--- src/rtl/sll32_seq.sv ---
// Multi-cycle logical left shifter: res = B << A[4:0], STEP bits per clock.
// A start/busy/done handshake lets the control FSM launch one shift at a time.
module sll32_seq #(
    parameter int STEP = 1
) (
    input  logic        clk,
    input  logic        rst_n,
    input  logic        start,
    input  logic [31:0] A,
    input  logic [31:0] B,
    output logic        busy,
    output logic        done,
    output logic [31:0] res
);

    generate
        if (!(STEP == 1 || STEP == 2 || STEP == 4 || STEP == 8 || STEP == 16)) begin : g_bad_step
            $error("sll32_seq: STEP must be 1, 2, 4, 8 or 16");
        end
    endgenerate

    localparam logic [4:0] STEP5 = 5'(STEP);

    typedef enum logic {IDLE, SHIFT} state_t;

    state_t      state_q, state_d;
    logic [31:0] shreg_q, shreg_d;
    logic [4:0]  cnt_q, cnt_d;
    logic        busy_d, done_d;
    logic [31:0] res_d;

    // Only the low five bits carry a shift amount.
    logic unused_a;
    assign unused_a = ^A[31:5];

    always_ff @(posedge clk or negedge rst_n) begin
        if (!rst_n) begin
            state_q <= IDLE;
            shreg_q <= '0;
            cnt_q   <= '0;
            busy    <= 1'b0;
            done    <= 1'b0;
            res     <= '0;
        end else begin
            state_q <= state_d;
            shreg_q <= shreg_d;
            cnt_q   <= cnt_d;
            busy    <= busy_d;
            done    <= done_d;
            res     <= res_d;
        end
    end

    always_comb begin
        state_d = state_q;
        shreg_d = shreg_q;
        cnt_d   = cnt_q;
        busy_d  = busy;
        done_d  = 1'b0;
        res_d   = res;
        case (state_q)
            IDLE: begin
                if (start) begin
                    shreg_d = B;
                    cnt_d   = A[4:0];
                    busy_d  = 1'b1;
                    state_d = SHIFT;
                end
            end
            SHIFT: begin
                if (cnt_q == 5'd0) begin
                    res_d   = shreg_q;
                    done_d  = 1'b1;
                    busy_d  = 1'b0;
                    state_d = IDLE;
                end else if (cnt_q >= STEP5) begin
                    shreg_d = shreg_q << STEP;
                    cnt_d   = cnt_q - STEP5;
                end else begin
                    // Final partial step finishes the remainder in one go.
                    shreg_d = shreg_q << cnt_q;
                    cnt_d   = 5'd0;
                end
            end
            default: state_d = IDLE;
        endcase
    end

endmodule

--- config.mk ---
export PLATFORM = sky130hd
export DESIGN_NAME = sll32_seq
export DESIGN_NICKNAME = d
export VERILOG_FILES = /design/src/rtl/sll32_seq.sv
export SDC_FILE = /design/constraint.sdc
export NUM_CORES = 1
export LEC_CHECK = 0
export ABC_AREA = 1
export BUFFER_PORTS_ARGS = -buffer_cell sky130_fd_sc_hd__buf_4
export CAP_MARGIN = 20
export CORE_MARGIN = 2
export CORE_UTILIZATION = 39
export DETAILED_ROUTE_END_ITERATION = 10
export PLACE_DENSITY_LB_ADDON = 0.15
export SLEW_MARGIN = 20
export SYNTH_ARGS = -nofsm -noshare
export SYNTH_HDL_FRONTEND = slang
export SYNTH_SLANG_ARGS = --single-unit
--- constraint.sdc ---
create_clock -name clk -period 2.4 [get_ports clk]
set_clock_uncertainty 0.15 [all_clocks]
set_input_delay 0.36 -clock clk [delete_from_list [all_inputs] [get_ports clk]]
set_output_delay 0.36 -clock clk [all_outputs]
set_load 0.02 [all_outputs]
## Word level (Yosys, flattened, before mapping)

Index checks and enable logic that the tools add are counted.

- Output and inout bits: 34
- Register bits: 72

- Add/sub/neg operators: 1
- Bitwise operators: 1
- Reductions and logical operators: 4
- Muxes and demuxes: 16
- Equal/unequal tests: 3
- $lt $le $gt $ge: 1
- Shifts and indexed selects: 1

Operators by type and width:

| operator | number |
|---|---|
| 32-bit 2-to-1 mux | 3 |
| 32-bit case mux with 2 select lines | 1 |
| 32-bit by 5-bit left shift with 32-bit output | 1 |
| 5-bit 2-to-1 mux | 3 |
| 5-bit case mux with 2 select lines | 1 |
| 1-bit 2-to-1 mux | 6 |
| 2-bit AND reduction | 3 |
| 5-bit by 1-bit >= comparator with 1-bit output, second input constant | 1 |
| 5-bit zero test | 1 |
| 5-bit by 1-bit subtractor with 5-bit output, second input constant | 1 |
| 2-bit inequality test, second input constant | 2 |
| 1-bit case mux with 2 select lines | 2 |
| 2-bit by 1-bit inequality test with 1-bit output, second input constant | 1 |
| 1-bit NOT | 1 |

## Logic depth before layout (Yosys ltp)

Gate-level depths: netlist (run 1).

- Word-level depth: 4
- Mapped depth: 14

## Worst setup path after synthesis (run 1)

No wires, ideal clock.

- Path kind: reg2reg
- Start point: register cnt_q[1]
- End point: register shreg_q[1]
- Cell stages (with the launch flop): 14
- Setup slack: 0.260 ns
- Arrival time: 1.873 ns
- Period minus slack after synthesis: 2.140 ns
- Path through: dfrtp_1 -> buf_6 -> inv_4 -> clkbuf_1 -> ha_1 -> inv_1 -> nor2_2 -> nand3_4 -> nand2_2 -> buf_6 -> buf_2 -> nand2_1 -> o21ai_1 -> inv_1

- Word-level cells in the longest chain between the ends: 4

RTL lines:

| element | RTL line | source |
|---|---|---|
| start, declared | 28 | `logic [4:0] cnt_q, cnt_d;` |
| start signal, assigned | 47 | `cnt_q <= cnt_d;` |
| 32-bit by 5-bit left shift with 32-bit output / 5-bit by 1-bit >= comparator with 1-bit output (equally long branches) | 81, 76 |  |
| 32-bit 2-to-1 mux | 76 | `end else if (cnt_q >= STEP5) begin` |
| 32-bit 2-to-1 mux | 71 | `if (cnt_q == 5'd0) begin` |
| 32-bit case mux with 2 select lines | 61 | `case (state_q)` |
| end signal, assigned | 46 | `shreg_q <= shreg_d;` |
| end, declared | 27 | `logic [31:0] shreg_q, shreg_d;` |

Several ways; a longest one is shown, not always the timed one. The select of a mux whose other input is x is not followed.
A chain may end at the register's enable or synchronous reset.

## Final worst setup path (run 1)

- Start point: register cnt_q[2]
- End point: register shreg_q[16]

Same word-level chain as after synthesis.

==> results.md, run 1 <==
* Cell area after synthesis at 0.00454 mm²
* Seq pwr share at 25.6%
* Worst Max-Slew Pin Slew at around 0.55 ns
* WP data required at around 2.5 ns
* RePlAce Congestion at between 0.8 and 0.9
* Post-CTS Setup Repair Bufs at 0
* Starting Density at 40.0%
* Switching share of power at a little under half
* Clock root buffer: clkbuf_16
* Mean post-synth cell area at 7.13 µm²
* Most used cell, CP: nand3_1
* DRT Wirelength at roughly 13000 µm
* Max-slew headroom at between 60 and 70%
* Period minus WS final at slightly above 2 ns
* Period utilisation layout at approximately 86%
* First-pass GRT wire length at about 22000 µm
* CTS tree: built
* Synth area leaders: dfrtp_1 40%, nand2_1 13%, nand3_1 13%
* Syn. warnings at 0
* Cell taking the most area after synthesis: dfrtp_1
* Leakage power at 2.73 nW
* Slew Viols, Final at 0
* Fin Setup TNS at 0 ns
* ANT nets after route at 0
* Post-DP HPWL at ~9200 µm
* Final hold viol count at 0
* Gr usage total at between 20 and 25%
* Share of power burned in the clock network at a little under a fifth
* Most frequent cells in the layout: 156 x nand2_1, 116 x nand3_1, 89 x buf_4
* Clk sink count at 72
* CP Buf/Inv Count at 3
* Maximum vdd ir drop at between 0.5 and 0.6 mV
* Final #Nets at 767
* Startpoint Class: flop
* CTS resizes at 0
* Final setup fails at 0
* Slowest-stage cell, CP: dfrtp_1
* Vias at about 4500
* Die H at 112 µm
* Netlist cell types at 32
* Synth Instances at 637
* DRT iter0 DRCs at between 300 and 400
* RSZ-0062 raised after global routing: false
* Crit-path cells: clkinv_4 -> nand2_4 -> nor2_8 -> nand3_4 -> buf_4 -> inv_2 -> nand3_1 -> nand3_1 -> a21oi_1
* Die ar. at 0.0125 mm²
* Largest stage delay, worst path at about 0.46 ns
* I/O Pins at slightly above 100
* CP Class: flop to flop
* Worst Setup End Kind: flop
* N_diodes at 0
* GRT overflow at 0
* Die X at ~110 µm
* Area grow syn2layout at 22.1%
* Number of port buffers at 73
* Worst path top cell family by delay: buffers and inverters
* Sequential area share after synthesis at between 30% and 40%
* Drt first pass iters at 5
* Clk_lat worst skew at 0.34 ns
* Max Cap Viol at 0
* #FFs+latches synth at 72
* CP Max Fanout at 24
* Worst Path Arrival at ~2.1 ns
* Pre-CTS setup slack at roughly 0.32 ns
* Largest net degree at the start of global routing at 63
* Cts bufs inserted at 9
* Initial antenna violation count at 0
* Cell Int Power at 0.00476 W
* Share of the synthesized area in the top cell type at about two fifths
* Combinational Power Share at a little under three fifths
* Routed WL per cell at about 16 µm
* Status: complete, no violations
* Clk slew on worst S/H paths at roughly 0.06 ns
* Fmax at between 0.4 and 0.5 GHz
* Layout cells sized above 1 at between 10% and 20%
* Post-Syn Nets at ~710
* Hold Crit Class: primary input to flop
* PnR worst setup slack at between 0.3 and 0.4 ns
* Vias in the first global route at 4466
* Remaining DRCs at 0
* Max Root-Sink Buffers at 2
* Most common cell after layout, fill and taps aside: nand2_1
* Cell row count at 39
* PwrDens at 1640 mW/mm²
* Psw at ~0.0043 W
* Vias per cell at about 5.4
* H-tree depth at 3
* Core footprint at 0.0114 mm²
## worst register-to-register path, cell delays in order (launching register included)
cell and delay (ns):
dfrtp_1 0.46, clkinv_4 0.21, nand2_4 0.09, nor2_8 0.11, nand3_4 0.18, buf_4 0.25, inv_2 0.21, nand3_1 0.13
nand3_1 0.10, a21oi_1 0.07
## power by group through the flow
stage / Clock [W] / Sequential (W) / Combinational (W)
4_1_cts: 0.00171 / 0.00233 / 0.00510
5_1_grt: 0.00177 / 0.00241 / 0.00573
3_3_place_gp: 0 / 0.00233 / 0.00500
3_5_place_dp: 0 / 0.00234 / 0.00507
2_1_floorplan: 0 / 0.00245 / 0.00359
6_report: 0.00169 / 0.00233 / 0.00508
## per-stage QoR
step | hold WS [ns] | instances | util [%] | instance area, µm² | total power, W
after floorplan | -0.0856 | 637 | - | 4540 | 0.00604
after global placement | 0.207 | 828 | 45.5 | 5170 | 0.00732
after detailed placement | 0.214 | 828 | 45.5 | 5170 | 0.00741
after CTS | 0.103 | 845 | 48.8 | 5550 | 0.00914
after global routing | 0.117 | 845 | 48.8 | 5550 | 0.00991
final | 0.106 | 845 | 48.8 | 5550 | 0.00910
## kinds of logic (layout without fill, tap and decap cells)
logic type | count (synthesis) | count (layout) | synth area share [%]
xor+xnor | 1 | 1 | 0.193
compound gates | 128 | 128 | 15.5
flops | 72 | 72 | 39.7
fa+ha+maj | 3 | 3 | 0.826
buf+inv | 96 | 161 | 9.94
simple gates | 337 | 337 | 33.8
## path summary, 6_finish.rpt
check                         start          end  slack, ns  cells past startpoint
setup / recovery           cnt_q[2]  shreg_q[16]       0.34                      9
hold / removal                 B[0]   shreg_q[0]       0.11                      3
setup reg to reg           cnt_q[2]  shreg_q[16]       0.34                      9
hold reg to reg             res[14]      res[14]       0.33                      2
max in group asynchronous     rst_n  shreg_q[27]       1.14                      3
min in group asynchronous     rst_n      res[11]       0.37                      2
## state kept, by name, summed over array words and instances, names as in the netlist
signal	flops
done	1
state_q	1
shreg_q	32
cnt_q	5
busy	1
res	32
## cell type report
class / count / area [µm²]
Clock buffer: 9 / 225
Fill cell: 1173 / 5820
Multi-Input combinational cell: 469 / 2290
Timing Repair Buffer: 91 / 698
Inverter: 54 / 210
Tap cell: 143 / 179
Clock inverter: 7 / 143
Sequential cell: 72 / 1800
## synthesized netlist by cell type, drive strengths merged
cell and n:
a22oi 3, inv 53, o21ai 59, a21oi 53, clkinv 1, nand2 160
nand4 3, ha 3, dfrtp 72, nand3 123, clkbuf 17, o22ai 2
buf 25, xor2 1, nor2 51, o211ai 11
## what timing repair did
action	in CTS	in global routing
hold buffers	1	0
setup endpoints to repair	0	0
endpoints found under the hold margin	34	0
## routing by layer
layer  part of all wire [%]  track usage (%)  routed length (µm)
met3                    6.0             3.21                 793
met4                    1.7             8.37                 233
met2                     44             33.3                5890
met5                      0                0                   0
met1                     48             32.3                6400
Power figures use the tool's default switching activity.
==> run 2: changes to the inputs <==
==> constraint.sdc (replaced) <==
create_clock -name clk -period 2.1 [get_ports clk]
set_clock_uncertainty 0.15 [all_clocks]
set_input_delay 0.315 -clock clk [delete_from_list [all_inputs] [get_ports clk]]
set_output_delay 0.315 -clock clk [all_outputs]
set_load 0.02 [all_outputs]
==> run 2 against run 1 <==
Net effect:
- non-clock buffer count is 10 higher
- count of clock-buffer cells in the layout grew 4
- design area up 0.16%
==> results.md, run 2 (synthesis results as in run 1) <==
* Overall Power at 0.0101 W (+12%)
* Worst path top cell family by delay: simple AND/OR/NAND/NOR gates
* Worst reg2reg setup slack at 0.19 ns (-0.15 ns)
* ANT nets after route at 0 (unchanged)
* Core footprint at 0.0114 mm² (unchanged)
* Cts bufs inserted at 9 (unchanged)
* Startpoint Class: flop
* Layout cells sized above 1 at 20.1% (+1.0 points)
* Final hold viol count at 0 (unchanged)
* Largest net degree at the start of global routing at 40 (-37%)
* Period utilisation layout at 90.9% (+5.2 points)
* Max Root-Sink Buffers at 2 (unchanged)
* Initial antenna violation count at 0 (unchanged)
* RePlAce Congestion at 0.884 (-0.37%)
* Period minus WS final at 1.91 ns (-0.148 ns)
* Slowest-stage cell, CP: dfrtp_2
* Grt peak-use layer: met2
* Hold Crit Class: primary input to flop
* Final #Nets at 777 (+1.3%)
* Hold Path Depth at 3 (unchanged)
* Starting Density at 40.0% (unchanged)
* RSZ-0062 raised after global routing: false
* Clk slew on worst S/H paths at 0.06 ns (about the same)
* R2R depth at 8 (-1)
* Clock root buffer: clkbuf_16
* Final setup fails at 0 (unchanged)
* PwrDens at 1830 mW/mm² (+11%)
* Clk_lat worst skew at 0.35 ns (about the same)
* CP Class: flop to flop
* Worst Setup End Kind: flop
* CP Max Fanout at 7 (-71%)
* CTS tree: built
* Vias in the first global route at 4549 (+1.9%)
* Fmax at 0.524 GHz (+7.8%)
* RR Endpoint: shreg_q[7]
* Vias per cell at 5.30 (-1.3%)
* Fillers at 1201 (+2.4%)
* Die ar. at 0.0125 mm² (unchanged)
* CP Buf/Inv Count at 1 (-2)
* Met1 GRT Util at 32.9% (+0.64 points)
* Most common cell after layout, fill and taps aside: nand2_1
* Slew Viols, Final at 0 (unchanged)
* Most frequent cells in the layout: 156 x nand2_1, 116 x nand3_1, 99 x buf_4
* Max-slew headroom at 71.0% (+7.7 points)
* Area grow syn2layout at 22.3%
* Worst Max-Slew Pin Slew at 0.436 ns (-0.115 ns)
* DRT iter0 DRCs at 351 (+16%)
* Max Cap Viol at 0 (unchanged)
* Leakage power at 2.74 nW (+0.58%)
* DRT Wirelength at 13500 µm (+0.98%)
* Die X at 112 µm (unchanged)
* First-pass GRT wire length at 22900 µm (+2.7%)
* Hold Path Origin: B[0]
* Post-DP HPWL at 9650 µm (+5.1%)
* GR Util met2 at 34.9% (+1.5 points)
* WP data required at 2.18 ns (-0.30 ns)
* Gr usage total at 22.8% (+0.66 points)
* Maximum vdd ir drop at 0.863 mV (+52%)
* Hold EP: shreg_q[0]
* Die H at 112 µm (unchanged)
* Status: complete, no violations
* Remaining DRCs at 0 (unchanged)
* Vias at 4535 (-0.15%)
* Number of port buffers at 73 (unchanged)
* N_diodes at 0 (unchanged)
* Top Registers: res (32), shreg_q (32), cnt_q (5)
* R2r startpoint: cnt_q[0]
* Largest stage delay, worst path at 0.47 ns (about the same)
* Worst Path Arrival at 1.99 ns (-0.14 ns)
* Routed WL per cell at 15.7 µm (-0.21%)
* Drt first pass iters at 4 (-1)
* Cell row count at 39 (unchanged)
* GRT overflow at 0 (unchanged)
* I/O Pins at 101 (unchanged)
* H-tree depth at 3 (unchanged)
* Clk sink count at 72 (unchanged)
* Crit-path cells: ha_1 -> nand2_2 -> nand3_4 -> nor2_4 -> buf_4 -> nand3_2 -> o211ai_2 -> o21ai_1
* Met3 usage in global routing at 3.27% (+0.054 points)
* Fin Setup TNS at 0 ns (unchanged)
[run 2: cell count changes in the layout (fill, tap and decap cells not counted), sizes merged]
cell    change
buf        +10
clkbuf      +4
bufinv      -3
inv         -1
[run 2: worst max path at each step]
stage / startpoint / to / slack (ns) / cells after the start
3_5_place_dp: cnt_q[0] / shreg_q[29] / 0.13 / 10
2_1_floorplan: cnt_q[0] / shreg_q[1] / 0.03 / 14
6_report: cnt_q[0] / shreg_q[7] / 0.19 / 8
4_1_cts: cnt_q[0] / shreg_q[29] / 0.12 / 10
3_3_place_gp: cnt_q[0] / shreg_q[8] / 0.17 / 10
5_1_grt: cnt_q[1] / shreg_q[8] / 0.03 / 10
[run 2: area by class of cell]
| class | instances | area (µm²) | share of cell area, % |
|---|---|---|---|
| multi-input cells | 469 | 2290 | 41.2 |
| flip-flops and latches | 72 | 1800 | 32.5 |
| repair buffers | 101 | 773 | 13.9 |
| clock inverters | 3 | 40.0 | 0.721 |
| clock buffers | 13 | 260 | 4.68 |
| well taps | 143 | 179 | 3.22 |
| inverters | 54 | 210 | 3.78 |
[run 2: worst min-delay path, stage by stage]
cell and delay (ns):
buf_4 0.08, nand3_1 0.07, nand2_1 0.06
[run 2: what timing repair did]
action,4_1_cts,5_1_grt
hold buffers,1,0
setup buffers,0,0
hold endpoints to repair,28,0
setup endpoints to repair,0,6
gates resized for setup,0,1
[run 2: power by group]
group	internal, W	switching [W]
clock network	0.000981	0.000599
registers	0.00206	0.000610
logic	0.00219	0.00371
[run 2: stage by stage]
stage          hold slack, ns  cells  util (%)  area (µm²)  worst slack [ns]
3_3_place_gp            0.128    838      46.1        5240             0.169
4_1_cts                0.0618    855      48.9        5550             0.115
3_5_place_dp            0.129    838      46.1        5240             0.129
5_1_grt                0.0723    855      48.9        5560            0.0349
6_report               0.0696    855      48.9        5560             0.192
2_1_floorplan          -0.131    637         -        4540            0.0349
[run 2: metal layers]
layer | vias to the layer above | share of wire, %
li1 | 2256 | -
met5 | - | 0
met1 | 2128 | 49
met4 | 0 | 1.6
met3 | 14 | 5.1
met2 | 137 | 44
==> run 3: changes to the inputs <==
--- a/config.mk
+++ b/config.mk
@@ -11,6 +11,7 @@
 export CORE_MARGIN = 2
 export CORE_UTILIZATION = 39
 export DETAILED_ROUTE_END_ITERATION = 10
+export MAX_ROUTING_LAYER = met4
 export PLACE_DENSITY_LB_ADDON = 0.15
 export SLEW_MARGIN = 20
 export SYNTH_ARGS = -nofsm -noshare
==> run 3 against run 2 <==
Net effect:
- first-iteration DRC count rose by 15%
- non-clock buffer count unchanged
- highest routed layer unchanged
- die area stayed put
- hold slack got worse by 0.011 ns
- register-to-register slack worse by 0.02 ns
- critical path type unchanged
- clock power shrank 6%
- largest power group unchanged
==> results.md, run 3 (synthesis results as in run 1) <==
* Status: complete, no violations
* Final #Nets at 777 (unchanged)
* Post-DP HPWL at 9660 µm (+0.15%)
* Layout cells sized above 1 at 20.2% (+0.14 points)
* Remaining DRCs at 0 (unchanged)
* Die ar. at 0.0125 mm² (unchanged)
* Maximum vdd ir drop at 0.751 mV (-13%)
* Drt first pass iters at 8 (+4)
* Clk slew on worst S/H paths at 0.06 ns (about the same)
* Period utilisation layout at 91.6% (+0.74 points)
* First-pass GRT wire length at 22500 µm (-1.6%)
* Clk sink count at 72 (unchanged)
* Worst Path Arrival at 2.00 ns (about the same)
* Levels on crit path at 10 (+2)
* PnR worst setup slack at 0.177 ns (-0.0154 ns)
* Max Cap Viol at 0 (unchanged)
* Routed WL per cell at 15.7 µm (-0.25%)
* Starting Density at 40.0% (unchanged)
* Worst Max-Slew Pin Slew at 0.419 ns (-0.0167 ns)
* Period minus WS final at 1.92 ns (+0.0154 ns)
* Vias at 4507 (-0.62%)
* Startpoint Class: flop
* Worst Setup End Kind: flop
* Launch point of the worst path: cnt_q[0]
* Crit-path cells: inv_2 -> ha_1 -> inv_1 -> nor2_2 -> nand3_4 -> nand2_2 -> buf_4 -> a21oi_1 -> o22ai_1 -> inv_1
* Worst reg2reg setup slack at 0.18 ns (-0.02 ns)
* Slowest-stage cell, CP: dfrtp_1
* CTS tree: built
* RSZ-0062 raised after global routing: false
* H-tree depth at 3 (unchanged)
* Max Root-Sink Buffers at 2 (unchanged)
* RePlAce Congestion at 0.936 (+5.9%)
* DRT iter0 DRCs at 405 (+15%)
* Cell row count at 39 (unchanged)
* Initial antenna violation count at 0 (unchanged)
* CP Buf/Inv Count at 4 (+3)
* Most common cell after layout, fill and taps aside: nand2_1
* Largest stage delay, worst path at 0.48 ns (about the same)
* R2r startpoint: cnt_q[0]
* Core footprint at 0.0114 mm² (unchanged)
* Most frequent cells in the layout: 156 x nand2_1, 116 x nand3_1, 99 x buf_4
* Cts bufs inserted at 9 (unchanged)
* Fmax at 0.520 GHz (-0.80%)
* WP data required at 2.18 ns (about the same)
* Gr usage total at 23.1% (+0.34 points)
* Largest net degree at the start of global routing at 33 (-18%)
* Max-slew headroom at 72.1% (+1.1 points)
* Vias in the first global route at 4390 (-3.5%)
* R2R depth at 10 (+2)
* GRT overflow at 0 (unchanged)
* ANT nets after route at 0 (unchanged)
* Clock root buffer: clkbuf_16
* Leakage power at 2.74 nW (-0.21%)
* N_diodes at 0 (unchanged)
* Die X at 112 µm (unchanged)
* Fin Setup TNS at 0 ns (unchanged)
* Final setup fails at 0 (unchanged)
* PwrDens at 1820 mW/mm² (-0.48%)
* Final hold viol count at 0 (unchanged)
* Most used cell, CP: inv_1
* Worst path top cell family by delay: flip-flops
* CP Capture Point: cnt_q[3]
* Top Registers: res (32), shreg_q (32), cnt_q (5)
* Die H at 112 µm (unchanged)
* Area grow syn2layout at 21.9%
* RR Endpoint: cnt_q[3]
* Slew Viols, Final at 0 (unchanged)
* Hold Crit Class: primary input to flop
* DRT Wirelength at 13400 µm (-0.25%)
* Clk_lat worst skew at 0.34 ns (about the same)
* CP Class: flop to flop
* CP Max Fanout at 18 (+11)
* Number of port buffers at 73 (unchanged)
* Vias per cell at 5.27 (-0.62%)
* I/O Pins at 101 (unchanged)
* Pre-CTS setup slack at 0.107 ns (-0.0221 ns)
==> run 3: cell count changes in the layout (fill, tap and decap cells not counted), sizes merged <==
cell / change
bufinv: -1
clkbuf: -2
clkinv: +2
clkinvlp: +1
==> run 3: how the worst min path moves through the flow <==
| stage | start | depth (start not counted) | end |
|---|---|---|---|
| global placement | rst_n | 1 | res[3] |
| floorplan | rst_n | 0 | busy |
| detailed placement | rst_n | 1 | res[4] |
| finish | B[0] | 3 | shreg_q[0] |
| CTS | B[0] | 3 | shreg_q[0] |
| global route | B[0] | 3 | shreg_q[0] |
==> run 3: area by class of cell <==
type                    count  area, µm²
well taps                 143        179
inverters                  54        213
clock inverters             5       31.3
clock buffers              11        253
multi-input cells         469       2290
flip-flops and latches     72       1800
repair buffers            101        773
fillers                  1197       5830
==> run 3: worst register-to-register path, stage by stage, from the launching register on <==
cell     delay [ns]
dfrtp_1        0.48
inv_2          0.12
ha_1           0.15
inv_1          0.05
nor2_2         0.12
nand3_4        0.09
nand2_2        0.13
buf_4          0.26
a21oi_1        0.06
o22ai_1        0.16
inv_1          0.05
==> run 3: stage by stage <==
step                util (%)  total power (W)  cells  area (µm²)  hold slack (ns)
finish                  48.7           0.0101    855        5540           0.0585
global route            48.7           0.0111    855        5540           0.0844
CTS                     48.7           0.0101    855        5540           0.0494
detailed placement      46.1          0.00857    838        5240            0.135
global placement        46.1          0.00852    838        5240            0.126
floorplan                  -          0.00691    637        4540           -0.131
==> run 3: routing by layer <==
layer | global-route usage (%) | vias to the layer above | share of wire [%]
li1 | - | 2253 | -
met1 | 33.4 | 2115 | 50
met2 | 34.3 | 126 | 44
met3 | 2.94 | 13 | 4.8
met4 | 6.50 | 0 | 1.2
met5 | - | - | 0
==> run 3: repair_timing <==
action                                 in CTS  in global routing
resized for setup                           0                  2
endpoints found under the hold margin      28                  0
hold buffers                                1                  0
setup buffers                               0                  0
setup endpoints to repair                   0                 13
==> run 3: power by group <==
group / switching, W / internal, W / total [W] / leakage, nW
Sequential: 0.000615 / 0.00206 / 0.00267 / 0.887
Combinational: 0.00372 / 0.00219 / 0.00591 / 1.71
Clock: 0.000624 / 0.000860 / 0.00148 / 0.141
Total: 0.00496 / 0.00511 / 0.0101 / 2.74
